## src/rtl/sevenseg_scan_ctrl.sv

```systemverilog
// Multiplexed 7-segment display controller with a byte-strobed register interface.
// Scans NUM_DIGITS commons over a shared segment bus with PWM dimming and ghost blanking.
module sevenseg_scan_ctrl #(
    parameter int unsigned NUM_DIGITS     = 2,
    parameter int unsigned SCAN_DIV       = 65536,
    parameter int unsigned BLANK_CYCLES   = 256,
    parameter bit          COM_ACTIVE_LOW = 1'b0,
    parameter bit          SEG_ACTIVE_LOW = 1'b0
) (
    input  logic                  clk,
    input  logic                  reset,
    input  logic                  valid,
    input  logic [2:0]            addr,
    input  logic [31:0]           wdata,
    input  logic [3:0]            wstrb,
    output logic [31:0]           rdata,
    output logic [7:0]            seg_o,
    output logic [NUM_DIGITS-1:0] com_o
);

    localparam int unsigned SLOT_W = (SCAN_DIV > 1) ? $clog2(SCAN_DIV) : 1;
    localparam logic [31:0] DATA_MASK =
        (NUM_DIGITS >= 8) ? 32'hFFFF_FFFF : ((32'd1 << (4 * NUM_DIGITS)) - 32'd1);
    localparam logic [31:0] DIG_MASK   = (32'd1 << NUM_DIGITS) - 32'd1;
    localparam logic [SLOT_W-1:0] SLOT_LAST  = SLOT_W'(SCAN_DIV - 1);
    localparam logic [SLOT_W-1:0] BLANK_END  = SLOT_W'(BLANK_CYCLES);
    localparam logic [2:0]        DIGIT_LAST = 3'(NUM_DIGITS - 1);
    localparam logic [NUM_DIGITS-1:0] COM_ONE = 1;

    logic [31:0]           data_q, data_d, dp_q, dp_d, mask_q, mask_d;
    logic [1:0]            ctrl_q, ctrl_d;
    logic [7:0]            bright_q, bright_d;
    logic [SLOT_W-1:0]     slot_q, slot_d;
    logic [2:0]            digit_q, digit_d;
    logic [15:0]           frame_q, frame_d;
    logic [7:0]            pwm_q;
    logic [31:0]           rdata_q;
    logic [7:0]            seg_q, seg_d;
    logic [NUM_DIGITS-1:0] com_q, com_d;

    logic [31:0] reg_view, wr_merged;
    logic        wr_en, rd_en, lit;
    logic [3:0]  nib;
    logic [7:0]  glyph_raw;

    function automatic logic [7:0] glyph(input logic [3:0] v);
        case (v)
            4'h0: glyph = 8'hFC;
            4'h1: glyph = 8'h60;
            4'h2: glyph = 8'hDA;
            4'h3: glyph = 8'hF2;
            4'h4: glyph = 8'h66;
            4'h5: glyph = 8'hB6;
            4'h6: glyph = 8'hBE;
            4'h7: glyph = 8'hE0;
            4'h8: glyph = 8'hFE;
            4'h9: glyph = 8'hF6;
            4'hA: glyph = 8'hEE;
            4'hB: glyph = 8'h3E;
            4'hC: glyph = 8'h9C;
            4'hD: glyph = 8'h7A;
            4'hE: glyph = 8'h9E;
            default: glyph = 8'h8E;
        endcase
    endfunction

    assign wr_en = valid && (wstrb != 4'b0000);
    assign rd_en = valid && (wstrb == 4'b0000);

    always_comb begin
        case (addr)
            3'd0:    reg_view = data_q;
            3'd1:    reg_view = {30'b0, ctrl_q};
            3'd2:    reg_view = dp_q;
            3'd3:    reg_view = mask_q;
            3'd4:    reg_view = {24'b0, bright_q};
            3'd5:    reg_view = {frame_q, 13'b0, digit_q};
            default: reg_view = 32'b0;
        endcase
    end

    always_comb begin
        wr_merged = reg_view;
        for (int b = 0; b < 4; b++) begin
            if (wstrb[b]) wr_merged[8*b +: 8] = wdata[8*b +: 8];
        end
    end

    always_comb begin
        data_d   = data_q;
        ctrl_d   = ctrl_q;
        dp_d     = dp_q;
        mask_d   = mask_q;
        bright_d = bright_q;
        if (wr_en) begin
            case (addr)
                3'd0:    data_d   = wr_merged & DATA_MASK;
                3'd1:    ctrl_d   = wr_merged[1:0];
                3'd2:    dp_d     = wr_merged & DIG_MASK;
                3'd3:    mask_d   = wr_merged & DIG_MASK;
                3'd4:    bright_d = wr_merged[7:0];
                default: ;
            endcase
        end
    end

    // Scan position is pinned at digit 0, slot 0 while disabled.
    always_comb begin
        slot_d  = slot_q;
        digit_d = digit_q;
        frame_d = frame_q;
        if (!ctrl_q[0]) begin
            slot_d  = '0;
            digit_d = 3'd0;
            frame_d = 16'd0;
        end else if (slot_q == SLOT_LAST) begin
            slot_d = '0;
            if (digit_q == DIGIT_LAST) begin
                digit_d = 3'd0;
                frame_d = frame_q + 16'd1;
            end else begin
                digit_d = digit_q + 3'd1;
            end
        end else begin
            slot_d = slot_q + 1'b1;
        end
    end

    always_comb begin
        nib       = data_q[{digit_q, 2'b00} +: 4];
        glyph_raw = glyph(nib);
        lit       = ctrl_q[0] && mask_q[digit_q] && (slot_q >= BLANK_END) && (pwm_q < bright_q);
        seg_d     = 8'h00;
        com_d     = '0;
        if (lit) begin
            com_d = COM_ONE << digit_q;
            if (ctrl_q[1] && (nib > 4'd9)) seg_d = 8'h01;
            else                           seg_d = {glyph_raw[7:1], dp_q[digit_q]};
        end
    end

    always_ff @(posedge clk) begin
        if (reset) begin
            data_q   <= 32'b0;
            ctrl_q   <= 2'b0;
            dp_q     <= 32'b0;
            mask_q   <= DIG_MASK;
            bright_q <= 8'hFF;
            slot_q   <= '0;
            digit_q  <= 3'd0;
            frame_q  <= 16'd0;
            pwm_q    <= 8'd0;
            rdata_q  <= 32'b0;
            seg_q    <= 8'h00;
            com_q    <= '0;
        end else begin
            data_q   <= data_d;
            ctrl_q   <= ctrl_d;
            dp_q     <= dp_d;
            mask_q   <= mask_d;
            bright_q <= bright_d;
            slot_q   <= slot_d;
            digit_q  <= digit_d;
            frame_q  <= frame_d;
            pwm_q    <= pwm_q + 8'd1;
            if (rd_en) rdata_q <= reg_view;
            seg_q    <= seg_d;
            com_q    <= com_d;
        end
    end

    assign rdata = rdata_q;
    assign seg_o = seg_q ^ {8{SEG_ACTIVE_LOW}};
    assign com_o = com_q ^ {NUM_DIGITS{COM_ACTIVE_LOW}};

endmodule

```

## config.mk

```make
export PLATFORM = sky130hd
export DESIGN_NAME = sevenseg_scan_ctrl
export DESIGN_NICKNAME = d
export VERILOG_FILES = /design/src/rtl/sevenseg_scan_ctrl.sv
export SDC_FILE = /design/constraint.sdc
export NUM_CORES = 1
export LEC_CHECK = 0
export CAP_MARGIN = 40
export CORE_UTILIZATION = 51
export CTS_CLUSTER_SIZE = 40
export DETAILED_ROUTE_END_ITERATION = 16
export GPL_ROUTABILITY_DRIVEN = 0
export PLACE_DENSITY = 0.82
export SKIP_LAST_GASP = 1
export SLEW_MARGIN = 15
export SYNTH_ARGS = -nofsm -noshare
export SYNTH_HDL_FRONTEND = slang
export SYNTH_SLANG_ARGS = --single-unit
```

## constraint.sdc

```tcl
create_clock -name clk -period 2.5 [get_ports clk]
set_input_delay 0.5 -clock clk [delete_from_list [all_inputs] [get_ports clk]]
set_output_delay 0.5 -clock clk [all_outputs]
set_load 0.01 [all_outputs]
```

Word-level counts from Yosys, hierarchy flattened
Memory sizes are Yosys's and may differ from the RTL's. A register that Yosys moved wholly into a read port is not among the register bits.
Cells that the tools add are included.
{"block": "totals", "reg_bits": 100, "romBits": 112, "output_inout_bits": 42, "wordCells": 59, "n_memories": 1}
{"memory": "(no name shown)", "words": 16, "word_bits": 7, "read_ports": 1, "rd_ports_with_merged_regs": 1, "write_ports": 0, "line_no": "47", "rtl": "case (v)"}
{"block": "op_classes", "n_addsub": 4, "magnitude_cmp": 4, "n_eq_ne": 7, "shifts": 2, "muxes": 8, "n_bitwise": 2, "n_reduce_logical": 19}
{"op": "one-hot mux 32 bit (6 select lines)", "count": 1}
{"op": "adder 16 x 1 -> 16 bit (second input constant)", "count": 2}
{"op": "variable part select 32 x 6 -> 4 bit", "count": 1}
{"op": "== test 16 bit (second input constant)", "count": 1}
{"op": "greater-or-equal comparator 16 x 9 -> 1 bit (second input constant)", "count": 1}
{"op": "AND reduction 2 bit", "count": 6}
{"op": "adder 8 x 1 -> 8 bit (second input constant)", "count": 1}
{"op": "less-than comparator 8 bit", "count": 1}
{"op": "2-to-1 mux 8 bit", "count": 1}
{"op": "binary-select mux 1 bit (select 3 bit)", "count": 2}
{"op": "== test 3 x 1 -> 1 bit (second input constant)", "count": 2}
{"op": "== test 3 x 2 -> 1 bit (second input constant)", "count": 2}
{"op": "== test 3 bit (second input constant)", "count": 2}
{"op": "logical AND 1 bit", "count": 6}
{"op": "less-than comparator 3 x 6 -> 1 bit (second input constant)", "count": 1}
{"op": "OR reduction 3 bit", "count": 2}
{"op": "greater-than comparator 4 bit (second input constant)", "count": 1}
{"op": "logical NOT 4 bit", "count": 1}
{"op": "nonzero test 4 bit", "count": 1}
{"op": "OR reduction 2 bit", "count": 2}
{"op": "adder 3 x 1 -> 3 bit (second input constant)", "count": 1}
{"op": "logical NOT 3 bit", "count": 1}
{"op": "2-to-1 mux 1 bit", "count": 3}
{"op": "2-to-1 mux 3 bit", "count": 1}
{"op": "other kinds (2)", "count": 3}

Logic depth before layout (Yosys ltp)
{"block": "depth", "word_depth": 7, "mapped_depth": 11}

Least setup slack after synthesis
No wires, ideal clock.
{"block": "synth_timing", "kind": "register to register", "startpoint": "register digit_q[2]", "endpoint": "register seg_q[3] (netlist: seg_o[3])", "setup_time_ns": 0.144, "arrival_time_ns": 1.849, "required_time_ns": 2.356, "path_slack_ns": 0.508, "path_stages_with_launch": 10, "period_less_slack_ns": 1.992, "cell_sequence": "dfxtp_1 or2_2 clkbuf_1 nor2_1 inv_1 ha_1 nor2_1 o21ai_0 nor2_1 a2111oi_0"}
{"block": "synth_via", "elab_chain_cells": 7}
{"element": "start, declared", "line_no": "34", "rtl": "logic [2:0] digit_q, digit_d;"}
{"element": "start signal, assigned", "line_no": "163", "rtl": "digit_q <= digit_d;"}
{"element": "parallel branches: the longest is 7 deep, another holds greater-than comparator 4 bit"}
{"element": "end, declared", "line_no": "38", "rtl": "logic [7:0] seg_q, seg_d;"}
Several ways; the timed one is not identified. The select of a mux whose other input is x is not followed.
A chain may end at the register's enable or synchronous reset.

Worst setup path after layout
{"block": "layout_timing", "startpoint": "register digit_q[2]", "endpoint": "register seg_q[4] (netlist: seg_o[4])"}
The elaborated chain is that of the path after synthesis.

==> summary.txt <==
Clocking
  • CTS clk-pin slew, worst paths: 100 ps
  • Post-CTS sizing: 0
  • H-Tree Depth: 3
  • Skew-Pair Late Insertion Delay: 360 ps
  • Clock buffer depth: 2
  • Total CTS buffers: 9
  • Postcts setup bufs: 0
  • TritonCTS clock tree: done
  • Cts hold-fix bufs: 0
  • Cell at the root of the clock tree: clkbuf_8
  • # clock sinks: 99

Floorplanning
  • Core area: 0.00885 mm2
  • Row count: 34
  • Die height: 98.5 um
  • I/O pin total: 84
  • DIE WIDTH: 98.5 um
  • Die area: 0.00970 mm2
  • Initial core utilization: 53.7%

Routing
  • Pre-antenna DRT Iters: 11
  • Via count: 4182
  • Vias per cell: 5.71
  • Routed Antenna Nets: 0
  • Initial DRC count: 264
  • Routed len/inst: 15.2 um
  • Detailed Route WL: 11100 um
  • DRC viols: 1

Synthesis
  • Post-synth top area cell: dfxtp_1
  • Share of the synthesized area in the top cell type: 41.7%
  • Synth Area per Inst: 8.37 um2
  • Syn. warnings: 0
  • Sequential fraction of the synthesis area: 41.7%
  • Synth cell types: 52
  • Dominant synthesized flop cell: dfxtp_1
  • EDFF count, synth: 0
  • Top post-synthesis cells by area: dfxtp_1, nor2_1, ha_1, a21oi_1, nand3_1
  • Syn Inst Count: 567
  • Synth Cell Area: 0.00475 mm2
  • Ys async rst share: 0%
  • Synth Register Bits: 99

Setup path
  • Crit end category: flip-flop
  • Critical Path Fanout Max: 6
  • Cells on worst reg2reg path: 9
  • Kind of critical path: flip-flop to flip-flop
  • Setup crit start kind: flip-flop
  • WP data required: 2750 ps
  • Worst EP arrival: 2470 ps

Status
  • Failing checks: design-rule violations
  • Outcome: finished, violations left

Timing
  • Fmax: 449 MHz
  • Post-route clock period utilization: 89.1%
  • Final hold vios: 0
  • Slew @ Worst Pin: 571 ps
  • Pins over their slew limit: 0
  • Rel. slew slack: 61.9%
  • TNS Setup: 0 ps
  • RSZ-0062 raised after global routing: false
  • Period minus WS final: 2230 ps
  • Layout Skew: 10.5 ps
  • Final Setup Violations: 0

Power
  • Clock network power share: 36.8%
  • Internal power: 0.00217 W
  • Comb power frac: 6.9%
  • Pwr Density: 510 mW/mm2
  • Net Sw Frac: 23.8%
  • Seq pwr share: 56.4%
  • Sw Pwr: 0.000680 W
  • Leakage: 2.01 nW
  • Max VDD drop: 0.355 mV

GRT
  • Final global-route overflow total: 0
  • Vias in the first global route: 4057
  • Initial antenna violation count: 0
  • Global-route usage over all layers: 23.9%
  • Largest net degree at the start of global routing: 58
  • First-pass GRT wire length: 18700 um

Final layout
  • Commonest non-fill, non-tap cell in the layout: dfxtp_1
  • Layout area overhead: 17.8%
  • Antenna Cells: 0
  • Commonest non-fill, non-tap cells in the layout: dfxtp_1, nor2_1, nand2_1, clkdlybuf4s50_1, a21oi_1
  • Layout Nets: 680
  • Proportion of layout cells with a drive suffix above 1: 8.48%
  • Final Util: 63.2%

Min path
  • Worst Hold Depth: 2
  • Min-Delay Path Class: flip-flop to flip-flop

Placement
  • DPL Wire Length: 8200 um
  • PortBufs: 51

Flow run
  • Max-cap violations: 0
[logic make-up after synthesis]
family / after synthesis / synth area share (%)
adder cells (fa/ha/maj): 18 / 4.74
buffers and inverters: 59 / 5.93
XOR/XNOR: 37 / 6.82
AO/OA/AOI/OAI: 87 / 11.5
AND/OR/NAND/NOR: 251 / 25.9
other: 1 / 0.0790
multiplexers: 15 / 3.24
flip-flops: 99 / 41.7
[metal layers]
layer	routed length [um]	track usage [%]	share of wire, %	up-vias
met5	0	0	0	-
met4	189	9.07	1.7	0
met3	483	4.47	4.3	16
met2	5470	41.5	49	105
met1	4970	29.5	45	2005
li1	-	-	-	2056
[worst paths after layout]
check,startpoint,endpoint,slack (ps)
setup / recovery,digit_q[2]$_SDFFE_PP0N_,seg_o[4]$_SDFF_PP0_,270
hold reg to reg,rdata[16]$_SDFFE_PP0P_,rdata[16]$_SDFFE_PP0P_,460
hold / removal,rdata[16]$_SDFFE_PP0P_,rdata[16]$_SDFFE_PP0P_,460
setup reg to reg,digit_q[2]$_SDFFE_PP0N_,seg_o[4]$_SDFF_PP0_,270
[synthesized netlist by cell type, types with 12 or more instances]
master and count:
nor2_1 78, mux2i_1 12, ha_1 18, a21oi_1 42, xor2_1 19, xnor2_1 18, nand2_1 51, inv_1 21
dfxtp_1 99, nand3_1 40, clkbuf_1 19, nand4_1 13, nor3_1 22
[worst max-delay path: stages (launching register included)]
cell and delay, ps:
dfxtp_1 390, or2_2 380, nor2_1 310, inv_1 170, ha_1 250, nor2_1 120
o21ai_0 110, nor2_1 180, buf_4 160, a211oi_1 50
[power groups by stage]
stage               combinational [W]  sequential [W]  clock [W]
floorplan                    0.000130         0.00164          0
global placement             0.000187         0.00164          0
detailed placement           0.000192         0.00164          0
CTS                          0.000194         0.00161    0.00108
global route                 0.000215         0.00161    0.00115
finish                       0.000196         0.00161    0.00105
[flip-flops by register name (all words and copies together), names as in the netlist]
signal	count
pwm_q	8
data_q	8
ctrl_q	2
rdata	24
bright_q	8
com_o	2
seg_o	8
dp_q	2
mask_q	2
slot_q	16
digit_q	3
frame_q	16
[cell type report]
| cell class | instances | area (um2) |
|---|---|---|
| fill | 742 | 3260 |
| multi-input combinational | 416 | 2510 |
| sequential | 99 | 1980 |
| timing repair buffer | 73 | 683 |
| clock buffer | 11 | 141 |
| tap | 108 | 135 |
| inverter | 21 | 78.8 |
| clock inverter | 5 | 61.3 |
[metrics by stage]
stage	cell area [um2]	hold WS [ps]	total power (W)	setup slack, ps	cells
6_report	5590	457	0.00285	273	733
5_1_grt	5590	484	0.00297	106	733
4_1_cts	5590	462	0.00288	332	733
3_5_place_dp	5390	448	0.00184	82.4	717
3_3_place_gp	5390	442	0.00183	110	717
2_1_floorplan	4770	426	0.00177	508	574
No activity file was read; power rests on OpenSTA's default activity.
